### config.mk
export PLATFORM = sky130hd
export DESIGN_NAME = irq_priority_mux
export DESIGN_NICKNAME = d
export VERILOG_FILES = /design/src/rtl/irq_pkg.sv /design/src/rtl/irq_priority_mux_prio_enc4.sv /design/src/rtl/irq_priority_mux.sv
export SDC_FILE = /design/constraint.sdc
export NUM_CORES = 1
export LEC_CHECK = 0
export BUFFER_PORTS_ARGS = -buffer_cell sky130_fd_sc_hd__buf_2
export CAP_MARGIN = 20
export CORE_ASPECT_RATIO = 0.7
export CORE_MARGIN = 3
export CORE_UTILIZATION = 32
export CTS_BUF_LIST = sky130_fd_sc_hd__clkbuf_2 sky130_fd_sc_hd__clkbuf_4 sky130_fd_sc_hd__clkbuf_8
export DETAILED_ROUTE_END_ITERATION = 7
export PLACE_DENSITY = 0.69
export SYNTH_ARGS = -nofsm -noshare
export SYNTH_HDL_FRONTEND = slang
export SYNTH_SLANG_ARGS = --single-unit
### constraint.sdc
create_clock -name clk -period 1.45 [get_ports clk]
set_input_delay 0.3625 -clock clk [delete_from_list [all_inputs] [get_ports clk]]
set_output_delay 0.3625 -clock clk [all_outputs]
set_load 0.005 [all_outputs]
### src/rtl/irq_pkg.sv
// Shared constants and types for the interrupt priority path.
// Latency: none (declarations only).
// Backpressure: none (declarations only).
package irq_pkg;

    localparam int NUM_IRQ = 4;
    localparam int SEL_W   = 2;

    // Reset-time vector table for the four interrupt lines
    localparam logic [31:0] IRQ_VEC0 = 32'h0000_0000;
    localparam logic [31:0] IRQ_VEC1 = 32'h0000_0020;
    localparam logic [31:0] IRQ_VEC2 = 32'h0000_0040;
    localparam logic [31:0] IRQ_VEC3 = 32'h0000_0060;

    typedef logic [SEL_W-1:0] irq_sel_t;

endpackage

### src/rtl/irq_priority_mux_prio_enc4.sv
// Fixed-priority 4->2 encoder, lowest index wins, with any-request flag.
// Latency: combinational.
// Backpressure: none; pure function of req.
module prio_enc4
    import irq_pkg::*;
(
    input  logic [NUM_IRQ-1:0] req,
    output irq_sel_t           sel,
    output logic               valid
);

    // Lowest set bit wins; an empty request vector encodes as index 0
    always_comb begin
        sel   = 2'd0;
        valid = |req;
        if (req[0]) begin
            sel = 2'd0;
        end else if (req[1]) begin
            sel = 2'd1;
        end else if (req[2]) begin
            sel = 2'd2;
        end else if (req[3]) begin
            sel = 2'd3;
        end
    end

endmodule

### src/rtl/irq_priority_mux.sv
// Resolves pending interrupt lines to one registered winner (sel/valid/y) and
// a one-hot acknowledge clear. Optional per-line mask under IRQ_MASK_EN.
// Latency: 1 clock pending/vec -> sel/valid/y; 0 clocks ack -> clear. No backpressure.
module irq_priority_mux
    import irq_pkg::*;
#(
    parameter int WIDTH = 32
) (
    input  logic               clk,
    input  logic               rst,
    input  logic [NUM_IRQ-1:0] pending,
    input  logic [WIDTH-1:0]   vec0,
    input  logic [WIDTH-1:0]   vec1,
    input  logic [WIDTH-1:0]   vec2,
    input  logic [WIDTH-1:0]   vec3,
    input  logic               ack,
`ifdef IRQ_MASK_EN
    input  logic [NUM_IRQ-1:0] mask,
`endif
    output logic [SEL_W-1:0]   sel,
    output logic               valid,
    output logic [WIDTH-1:0]   y,
    output logic [NUM_IRQ-1:0] clear
);

    logic [NUM_IRQ-1:0] elig;
    irq_sel_t           sel_n;
    logic               valid_n;
    logic [WIDTH-1:0]   y_n;

`ifdef IRQ_MASK_EN
    assign elig = pending & mask;
`else
    assign elig = pending;
`endif

    prio_enc4 u_enc (
        .req   (elig),
        .sel   (sel_n),
        .valid (valid_n)
    );

    // Vector mux: every select value maps to its own input
    always_comb begin
        y_n = vec0;
        case (sel_n)
            2'd0:    y_n = vec0;
            2'd1:    y_n = vec1;
            2'd2:    y_n = vec2;
            2'd3:    y_n = vec3;
            default: y_n = vec0;
        endcase
    end

    // Winner registers load unconditionally every cycle
    always_ff @(posedge clk or posedge rst) begin
        if (rst) begin
            sel   <= '0;
            valid <= 1'b0;
            y     <= '0;
        end else begin
            sel   <= sel_n;
            valid <= valid_n;
            y     <= y_n;
        end
    end

    // Clear targets the registered winner, so a line rising alongside ack is untouched
    always_comb begin
        clear = '0;
        if (ack && valid) begin
            clear = 4'b0001 << sel;
        end
    end

endmodule

# --- Yosys cells after proc, flatten, opt, wreduce, memory -nomap -nowiden ---
# Index checks and enable logic that the tools add are counted.
word_totals:
  latch_bits: 0
  romBits: 0
  output_inout_bits: 39
  mem_count: 0
  register_bits: 35
  ram_bits: 0
op_classes:
  add_sub_neg: 0
  multipliers: 0
  n_div: 0
  n_mux: 6
  n_reduce_logical: 3
  shifts: 1
  eq_ne: 3
  bitwise: 0
  n_lt_le_gt_ge: 0
op_table:
  columns: ["cell", "count"]
  rows:
  - ["one-hot mux 32 bit (4 select lines)", 1]
  - ["two-way mux 2 bit", 4]
  - ["equality test 2 bit (second input constant)", 2]
  - ["two-way mux 4 bit", 1]
  - ["OR reduction 4 bit", 1]
  - ["<< shifter 1 x 2 -> 4 bit (first input constant)", 1]
  - ["equality test 2 x 1 -> 1 bit (second input constant)", 1]
  - ["logical NOT 2 bit", 1]
  - ["logical AND 1 bit", 1]

# --- Longest topological paths before layout ---
# Gate-level depths: netlist of the first run.
depth:
  ltp_word: 6
  ltp_mapped: 6
  mapped_depth_nobuf: 3

# --- By module ---
# Synthesis of the first run repeated with hierarchy kept, for this count alone.
unflattened:
  cells_unflattened: 86
  hier_area_um2: 1767.9
modules_own_cells:
  columns: ["module", "instances", "seq_area_each_um2", "area_per_inst_um2", "cells_each"]
  rows:
  - ["irq_priority_mux", 1, 875.8, 1732.9, 79]
  - ["prio_enc4", 1, 0.0, 35.0, 7]

# --- Worst setup path after synthesis of the first run ---
# No wires, ideal clock.
synth_timing:
  path_type: "input port to flip-flop"
  from: "input port pending[0]"
  to: "register y[0]"
  t_arrival_ns: 1.246
  cell_stages: 5
  setup_slack_ns: 0.139
  cell_sequence: "buf_6 > nor4b_4 > buf_6 > a221o_1 > o22a_1"
synth_between:
  elab_chain_cells: 3
  elab_cells_between_ends: 6
  classes_between: "eq/ne: 3; mux: 2; reduce/logical: 1"
synth_lines:
  columns: ["element", "line_no", "text"]
  rows:
  - ["start: declaration", "irq_priority_mux.sv:11", "input logic [NUM_IRQ-1:0] pending,"]
  - ["two-way mux 2 bit (*)", "irq_priority_mux_prio_enc4.sv:16", "if (req[0]) begin"]
  - ["equality test 2 bit (tied with other cells)", "irq_priority_mux.sv:46", "case (sel_n)"]
  - ["one-hot mux 32 bit (4 select lines) (*)", "irq_priority_mux.sv:46", null]
  - ["named net y_n[0]", "irq_priority_mux.sv:29", "logic [WIDTH-1:0] y_n;"]
  - ["end signal: assignment", "irq_priority_mux.sv:64", "y <= y_n;"]
  - ["end: declaration", "irq_priority_mux.sv:22", "output logic [WIDTH-1:0] y,"]
# Mark *: on every way through the listed nets, which the timed path passes. The rest lies on a longest branch.

# --- Worst setup path after layout of the first run ---
layout_timing:
  from: "register sel[0]"
  to: "output port clear[2]"
layout_between:
  elab_chain_cells: 2
layout_lines:
  columns: ["element", "line_no", "text"]
  rows:
  - ["start: declaration", "irq_priority_mux.sv:20", "output logic [SEL_W-1:0] sel,"]
  - ["start signal: assignment", "irq_priority_mux.sv:62", "sel <= sel_n;"]
  - ["<< shifter 1 x 2 -> 4 bit", "irq_priority_mux.sv:72", "clear = 4'b0001 << sel;"]
  - ["two-way mux 4 bit", "irq_priority_mux.sv:71", "if (ack && valid) begin"]
  - ["end: declaration", "irq_priority_mux.sv:23", "output logic [NUM_IRQ-1:0] clear"]
# No other way between the ends.

==> reports/qor.csv, run 1 <==
stage,metric,value,unit
run_status,run_status,finished clean,
sta,max_freq,698,MHz
detailed_routing,detail_route.vias_per_cell,5.26,
final_layout,layout-area-overhead-vs-synth,50.4,%
critical_path,criticalPathCategory,reg2out,
floorplan,placement_rows,23,
logic_synthesis,yosysWarningCount,0,
logic_synthesis,ys_types,24,
clock_network,cts.repair_timing.setup_buffer_count,0,
logic_synthesis,seq_area_frac_synth,41.9,%
global_routing,wire_length_of_the_first_global_routing_pass,10900,um
logic_synthesis,synth_top_area_share,41.9,%
floorplan,die_h,73.6,um
logic_synthesis,synthesis.instances,214,
critical_path,crit_path_end_kind,output port,
logic_synthesis,synth_enable_flop_cells,0,
final_layout,final_area,3140,um2
critical_path,launch_point_of_the_critical_path,sel[0]$_DFF_PP0_,
sta,worstMarginPinSlew,0.461,ns
floorplan,floorplan.initialDensity,34.8,%
place,numPortBuffers,173,
logic_synthesis,synth.avg_cell_area,9.77,um2
logic_synthesis,synth_common_cells,"dfrtp_1 (35), nand2_1 (35), a21oi_1 (32)",
clock_network,total_cts_buffers,5,
place,placed_area,3050,um2
final_layout,antennaDiodeCount,0,
critical_path,start_kind,flop,
power,p_leak,1.64,nW
sta,timing.final.max_slew_violations,0,
detailed_routing,routed-via-count,2434,
detailed_routing,avgRoutedWirePerCell,16.3,um
logic_synthesis,synth_fp_nets,349,
logic_synthesis,synthTopCellsByArea,"dfrtp_1 (42%), a221o_1 (14%), o22a_1 (13%)",
global_routing,track_usage,18.6,%
final_layout,layout.core_utilization,52.3,%
logic_synthesis,yosys_register_bits,35,
power,total_power,0.00250,W
logic_synthesis,synth_area_leader_cell,dfrtp_1,
logic_synthesis,synth.cell_area,2090,um2
clock_network,tritoncts,built,
hold_path,hp-class,in2async,
clock_network,root_buffer,clkbuf_8,
sta,slew_headroom,69.2,%
clock_network,clkSlewWorstSetupHoldPaths,0.07,ns
power,power-per-cell-area,794,nW/um2
logic_synthesis,synth_ff_type,dfrtp_1,
critical_path,crit_path_max_fanout,4,
detailed_routing,detail_route.iter0.violations,70,
global_routing,grt_overflow_total,0,
final_layout,nets,522,
logic_synthesis,async_reset_ff_share,100,%
sta,finalHoldWorstSlack,0.172,ns
floorplan,die_area,7560,um2
global_routing,grt_pass1_vias,2256,
power,max_vdd_drop,0.327,mV
floorplan,number_of_top_level_pins,174,
clock_network,cts_hold_repair.buffers,0,
sta,period_utilisation_layout,98.9,%
floorplan,core_area,6010,um2
detailed_routing,number_of_remaining_drc_errors,0,
place,dp.final_hpwl,5750,um
floorplan,die_w,103,um
clock_network,clock_sink_count,35,
global_routing,grt_max_degree,36,
detailed_routing,detail-route-antenna-nets,0,
detailed_routing,drt_pass1_iterations,4,
clock_network,clockBufferDepth,2,
final_layout,drive_above_1_share,52.3,%
critical_path,worst-endpoint-required,1.09,ns
sta,timing.final.hold_violations,0,
clock_network,cts-htree-levels,2,
global_routing,grt_antenna_before_repair,0,
sta,fin_crit,1.43,ns
critical_path,critPathArrivalTime,1.07,ns
place,gpl.final_weighted_congestion,0.859,
critical_path,cp-endpoint,clear[2],
detailed_routing,routed_wl,7530,um
job,drv.max_cap_violation_count,0,
sta,report.final.setup_viol,0,
worst min-delay path by stage:
stage | end | from
global route | y[16]$_DFF_PP0_ | rst
global placement | y[14]$_DFF_PP0_ | rst
floorplan | valid$_DFF_PP0_ | pending[3]
detailed placement | y[14]$_DFF_PP0_ | rst
finish | y[14]$_DFF_PP0_ | rst
CTS | y[10]$_DFF_PP0_ | rst
timing repair:
action | CTS | global route
endpoints found under the setup margin | 0 | 2
resized for setup | 0 | 2
hold endpoints to repair | 0 | 0
cell type report:
class / count / area [um2]
clock buffers: 7 / 83.8
clock inverters: 1 / 5.00
fillers: 560 / 2870
inverters: 5 / 18.8
multi-input cells: 149 / 1020
flip-flops and latches: 35 / 876
well taps: 75 / 93.8
repair buffers: 191 / 1050
layer usage:
metal	wire length [um]	global-route usage, %	share of wire [%]
met5	0	0	0
met4	61	4.51	0.81
met3	768	5.60	10
met2	3620	31.8	48
met1	3080	22.9	41
cell usage in the layout (no fill, tap or decap), drive strengths merged:
master | synthesis | layout
nor2b | 1 | 1
nand3 | 1 | 1
o22a | 30 | 30
and3b | 1 | 1
inv | 5 | 5
nand2 | 35 | 35
or2 | 1 | 1
a221oi | 1 | 1
o21ai | 2 | 2
buf | 21 | 191
a21oi | 32 | 32
and2 | 2 | 2
nor4b | 2 | 2
clkinv | 0 | 1
dfrtp | 35 | 35
nor3 | 4 | 4
clkbuf | 4 | 7
o211a | 1 | 1
o32a | 1 | 1
a221o | 30 | 30
nor2 | 5 | 5
per-stage QoR:
step	setup TNS, ns	setup WS [ns]	instances
finish	0	0.0166	463
global placement	-0.263	-0.0211	455
global route	-0.0553	-0.0304	463
detailed placement	-0.822	-0.0761	455
floorplan	0	0.139	214
CTS	0	0.0598	463
state kept, by name, summed over array words and instances, names as in the netlist:
name,cells
sel,2
y,32
valid,1
power by group:
group	switching [W]	total (W)	leakage, nW	internal (W)
sequential	0.0000296	0.00110	0.405	0.00107
combinational	0.000321	0.000699	1.18	0.000378
clock	0.000326	0.000701	0.0491	0.000374
critical path, cell delays in order, from the launching register on:
cell,delay [ns]
dfrtp_1,0.44
nor3_2,0.21
buf_2,0.14
logic make-up after synthesis:
group                  count (synthesis)  synth area share (%)
AO/OA/AOI/OAI                         97                  36.4
buffers and inverters                 30                  10.1
flip-flops                            35                  41.9
AND/OR/NAND/NOR                       52                  11.6
No activity file was read; power rests on OpenSTA's default activity.
==> inputs of run 2 (changes only) <==
- CORE_UTILIZATION: 32 -> 40
- PLACE_DENSITY: 0.69 -> 0.83
- SETUP_SLACK_MARGIN: default -> 0.2
==> run 2 against run 1 <==
Count of clock-buffer cells in the layout is 2 lower. Clock power increased by 51%. Largest power group unchanged. Critical path type unchanged. Sequential power barely moved. Final area up 2.9%. Via count increased by 0.41%. Routed wire length fell by 0.50%. First-iteration DRC count grew 53%.
==> reports/qor.csv, run 2 (synthesis results as in run 1) <==
stage,metric,value,unit
run_status,run_status,finished clean,
clock_network,clkSlewWorstSetupHoldPaths,0.08,ns
sta,rsz_0062_raised_after_global_routing,yes,
final_layout,final_cell_mix,"buf_2 (173), dfrtp_1 (35), nand2_1 (34)",
critical_path,crit_path_max_fanout,4,
detailed_routing,detail_route.iter0.violations,107,
place,dp.final_hpwl,5670,um
sta,timing.final.max_slew_violations,0,
sta,fin_crit,1.42,ns
detailed_routing,avgRoutedWirePerCell,16.3,um
critical_path,crit_path_end_kind,output port,
power,max_vdd_drop,0.528,mV
global_routing,grt_antenna_before_repair,0,
floorplan,die_h,66.5,um
place,placed_area,3070,um2
detailed_routing,drt_pass1_iterations,4,
floorplan,die_area,6140,um2
place,detailedPlace.worstSlack,-0.00375,ns
sta,slew_headroom,70.4,%
place,numPortBuffers,173,
sta,worstMarginPinSlew,0.444,ns
critical_path,worst-endpoint-required,1.09,ns
power,p_leak,1.67,nW
critical_path,criticalPathCategory,reg2out,
global_routing,grt_pass1_vias,2513,
global_routing,wire_length_of_the_first_global_routing_pass,11400,um
sta,report.final.setup_viol,0,
floorplan,number_of_top_level_pins,174,
clock_network,total_cts_buffers,5,
final_layout,most_common_cell_after_layout_fill_and_taps_aside,buf_2,
global_routing,track_usage,23.7,%
sta,finalHoldWorstSlack,0.165,ns
final_layout,largest_register_by_flop_count,y,
floorplan,core_area,4910,um2
final_layout,layout.core_utilization,65.8,%
detailed_routing,routed-via-count,2444,
sta,period_utilisation_layout,97.8,%
hold_path,hp-class,in2async,
power,power-per-cell-area,888,nW/um2
sta,max_freq,706,MHz
detailed_routing,routed_wl,7490,um
floorplan,placement_rows,21,
sta,timing.final.hold_violations,0,
clock_network,clockBufferDepth,2,
power,total_power,0.00287,W
place,gpl.final_weighted_congestion,0.830,
global_routing,grt_overflow_total,0,
critical_path,start_kind,flop,
clock_network,tritoncts,built,
final_layout,largest_register_ff_count,32,
final_layout,layout-area-overhead-vs-synth,54.7,%
final_layout,final_area,3230,um2
final_layout,biggestRegsByFlops,"y (32), sel (2), valid (1)",
final_layout,antennaDiodeCount,0,
clock_network,cts_hold_repair.buffers,0,
global_routing,grt_max_degree,36,
detailed_routing,number_of_remaining_drc_errors,0,
final_layout,drive_above_1_share,53.6,%
detailed_routing,detail-route-antenna-nets,0,
detailed_routing,detail_route.vias_per_cell,5.32,
clock_network,clock_sink_count,35,
sta,final_critical_path_setup_slack,0.0326,ns
floorplan,floorplan.initialDensity,42.6,%
job,drv.max_cap_violation_count,0,
final_layout,nets,524,
clock_network,cts-htree-levels,2,
critical_path,critPathArrivalTime,1.05,ns
floorplan,die_w,92.4,um
clock_network,root_buffer,clkbuf_8,
-- run 2: cell types whose count changed in the layout (fill, tap and decap cells not counted), sizes merged --
cell	change
buf	+2
bufinv	+2
clkbuf	-2
clkinv	-1
clkinvlp	+1
-- run 2: power by group --
part	internal [W]	switching (W)
sequential	0.00107	0.0000304
combinational	0.000390	0.000322
clock	0.000686	0.000377
total	0.00214	0.000729
-- run 2: metal layers --
layer	part of all wire, %	global-route usage [%]	wire [um]
met1	37	27.0	2790
met2	50	41.6	3740
met3	11	8.35	836
met4	1.7	8.52	129
met5	0	0	0
-- run 2: per-stage QoR --
| stage | cells | TNS (ns) |
|---|---|---|
| finish | 459 | 0 |
| global route | 459 | -0.0557 |
| CTS | 458 | 0 |
| detailed placement | 450 | -0.00375 |
| global placement | 450 | 0 |
| floorplan | 214 | 0 |
-- run 2: final cells by class --
cell class,count,area [um2]
clock inverter,3,67.6
inverter,5,18.8
sequential,35,876
clock buffer,5,68.8
tap,69,86.3
timing repair buffer,193,1090
fill,420,1680
multi-input combinational,149,1030
-- run 2: worst paths after layout --
path / from / endpoint / slack [ns] / cells after the start
max: sel[0]$_DFF_PP0_ / clear[1] / 0.03 / 3
min: rst / y[16]$_DFF_PP0_ / 0.16 / 3
max in group asynchronous: rst / y[0]$_DFF_PP0_ / 0.96 / 3
min in group clk: vec0[27] / y[27]$_DFF_PP0_ / 0.30 / 2
-- run 2: repair_timing --
action                     in CTS  in global routing
buffers inserted                0                  1
hold endpoints to repair        0                  0
setup endpoints to repair       4                  4
pin swaps                       1                  3
resized for setup               2                  4
-- run 2: critical path, cell delays in order, from the launching register on --
cell and delay, ns:
dfrtp_1 0.43, nand3_2 0.10, nor2_2 0.11, buf_2 0.12
==> inputs of run 3 (changes only) <==
- ABC_AREA: default -> 1
- PLACE_DENSITY: 0.83 -> 0.8
- RECOVER_POWER: default -> 50
==> run 3 against run 2 <==
Sequential power hardly changed. Critical endpoint is now clear[2]. Clock power is 20% lower. Critical path depth is 1 lower. Synthesized area is 12% higher. Critical path type unchanged. Utilization is 4.1 points lower. Maximum frequency is 1.4% higher. Final area is 4.0% higher. Sequential cell count stayed put. Routed wire length is 0.19% lower.
==> reports/qor.csv, run 3 <==
stage,metric,value,unit
clock_network,cts_hold_repair.buffers,0,
sta,slew_headroom,41.8,%
place,placed_area,3230,um2
sta,period_utilisation_layout,96.4,%
logic_synthesis,async_reset_ff_share,100,%
floorplan,die_w,97.6,um
hold_path,hp-class,in2reg,
logic_synthesis,post-synth-top-count-cell,nand3_1,
power,total_power,0.00265,W
logic_synthesis,synth_ff_type,dfrtp_1,
clock_network,cts-htree-levels,2,
final_layout,final_cell_mix,"buf_2 (170), nand3_1 (87), nand2_1 (67)",
floorplan,core_area,5450,um2
logic_synthesis,yosys_register_bits,35,
job,drv.max_cap_violation_count,0,
global_routing,wire_length_of_the_first_global_routing_pass,12300,um
critical_path,crit_path_end_kind,output port,
global_routing,grt_antenna_before_repair,0,
critical_path,start_kind,flop,
global_routing,grt_overflow_total,0,
logic_synthesis,synthTopCellsByArea,"dfrtp_1 (37%), nand3_1 (19%), nand2_1 (11%)",
detailed_routing,detail-route-antenna-nets,0,
final_layout,biggestRegsByFlops,"y (32), sel (2), valid (1)",
detailed_routing,routed_wl,7480,um
clock_network,clkSlewWorstSetupHoldPaths,0.07,ns
sta,rsz_0062_raised_after_global_routing,yes,
final_layout,most_common_cell_after_layout_fill_and_taps_aside,buf_2,
place,dp.final_hpwl,5850,um
place,gpl.final_weighted_congestion,0.858,
critical_path,criticalPathCategory,reg2out,
final_layout,layout.core_utilization,61.7,%
clock_network,root_buffer,clkbuf_8,
logic_synthesis,yosysWarningCount,0,
logic_synthesis,synth_top_area_share,37.3,%
logic_synthesis,synth_common_cells,"nand3_1 (87), nand2_1 (68), nor2_1 (65)",
final_layout,antennaDiodeCount,0,
logic_synthesis,synth.avg_cell_area,7.01,um2
final_layout,nets,641,
run_status,run_status,finished clean,
sta,worstMarginPinSlew,0.873,ns
sta,report.final.setup_viol,0,
critical_path,critPathArrivalTime,1.03,ns
critical_path,worst-endpoint-required,1.09,ns
place,detailedPlace.worstSlack,0.126,ns
place,numPortBuffers,173,
final_layout,final_area,3360,um2
final_layout,drive_above_1_share,42.7,%
floorplan,floorplan.initialDensity,43.1,%
floorplan,die_area,6840,um2
detailed_routing,number_of_remaining_drc_errors,0,
critical_path,crit_path_max_fanout,4,
floorplan,number_of_top_level_pins,174,
logic_synthesis,synth.cell_area,2350,um2
power,max_vdd_drop,0.514,mV
detailed_routing,detail_route.iter0.violations,85,
floorplan,die_h,70.1,um
floorplan,placement_rows,22,
sta,fin_crit,1.40,ns
detailed_routing,avgRoutedWirePerCell,12.9,um
sta,timing.final.max_slew_violations,0,
detailed_routing,drt_pass1_iterations,4,
final_layout,layout-area-overhead-vs-synth,43.3,%
sta,final_critical_path_setup_slack,0.0527,ns
detailed_routing,routed-via-count,2747,
sta,timing.final.hold_violations,0,
global_routing,grt_max_degree,41,
logic_synthesis,synthesis.instances,335,
final_layout,largest_register_by_flop_count,y,
global_routing,grt_pass1_vias,2686,
clock_network,total_cts_buffers,5,
logic_synthesis,seq_area_frac_synth,37.3,%
logic_synthesis,synth_enable_flop_cells,0,
detailed_routing,detail_route.vias_per_cell,4.75,
global_routing,track_usage,21.8,%
power,p_leak,2.07,nW
power,power-per-cell-area,787,nW/um2
logic_synthesis,ys_types,17,
sta,max_freq,716,MHz
logic_synthesis,synth_fp_nets,470,
final_layout,largest_register_ff_count,32,
clock_network,clockBufferDepth,2,
clock_network,clock_sink_count,35,
logic_synthesis,synth_area_leader_cell,dfrtp_1,
clock_network,tritoncts,built,
run 3: final cells by class:
cell class	instances	area (um2)
inverter	39	146
fill	509	2090
sequential	35	878
tap	72	90.1
clock inverter	1	30.0
timing repair buffer	187	1010
multi-input combinational	238	1130
clock buffer	6	76.3
run 3: power by group:
group          switching [W]  internal [W]  total [W]
Combinational       0.000359      0.000328   0.000687
Clock               0.000330      0.000523   0.000853
Sequential         0.0000334       0.00107    0.00111
run 3: through the flow:
step	setup TNS (ns)	instances	hold WS, ns
after floorplan	0	335	0.461
after global placement	0	569	0.481
after detailed placement	0	569	0.487
after CTS	0	576	0.183
after global routing	-0.0389	578	0.299
final	0	578	0.315
run 3: cells by family after synthesis:
logic type / Yosys count / synth area share (%)
AND/OR/NAND/NOR: 236 / 46.3
buffers and inverters: 62 / 14.9
flip-flops: 35 / 37.3
AO/OA/AOI/OAI: 2 / 1.49
run 3: timing repair:
action	4_1_cts	5_1_grt
buffers inserted	0	2
pin swaps	2	2
resized for setup	3	7
endpoints found under the setup margin	4	6
run 3: path summary, 6_finish.rpt:
kind / startpoint / depth (start not counted) / endpoint / slack, ns
max: sel[0]$_DFF_PP0_ / 2 / clear[2] / 0.05
min: vec0[0] / 3 / y[0]$_DFF_PP0_ / 0.31
max in group asynchronous: rst / 3 / sel[1]$_DFF_PP0_ / 0.51
min in group asynchronous: rst / 3 / y[29]$_DFF_PP0_ / 0.33
run 3: per-layer routing:
metal	part of all wire [%]	up-vias	GRT usage, %	wire (um)
li1	-	1387	-	-
met1	41	1232	26.8	3080
met2	49	122	37.4	3630
met3	9.0	6	6.49	670
met4	1.2	0	5.22	93
met5	0	-	0	0
run 3: worst max-delay path: stages, from the launching register on:
cell	delay, ns
dfrtp_2	0.44
nor3_2	0.18
buf_2	0.13
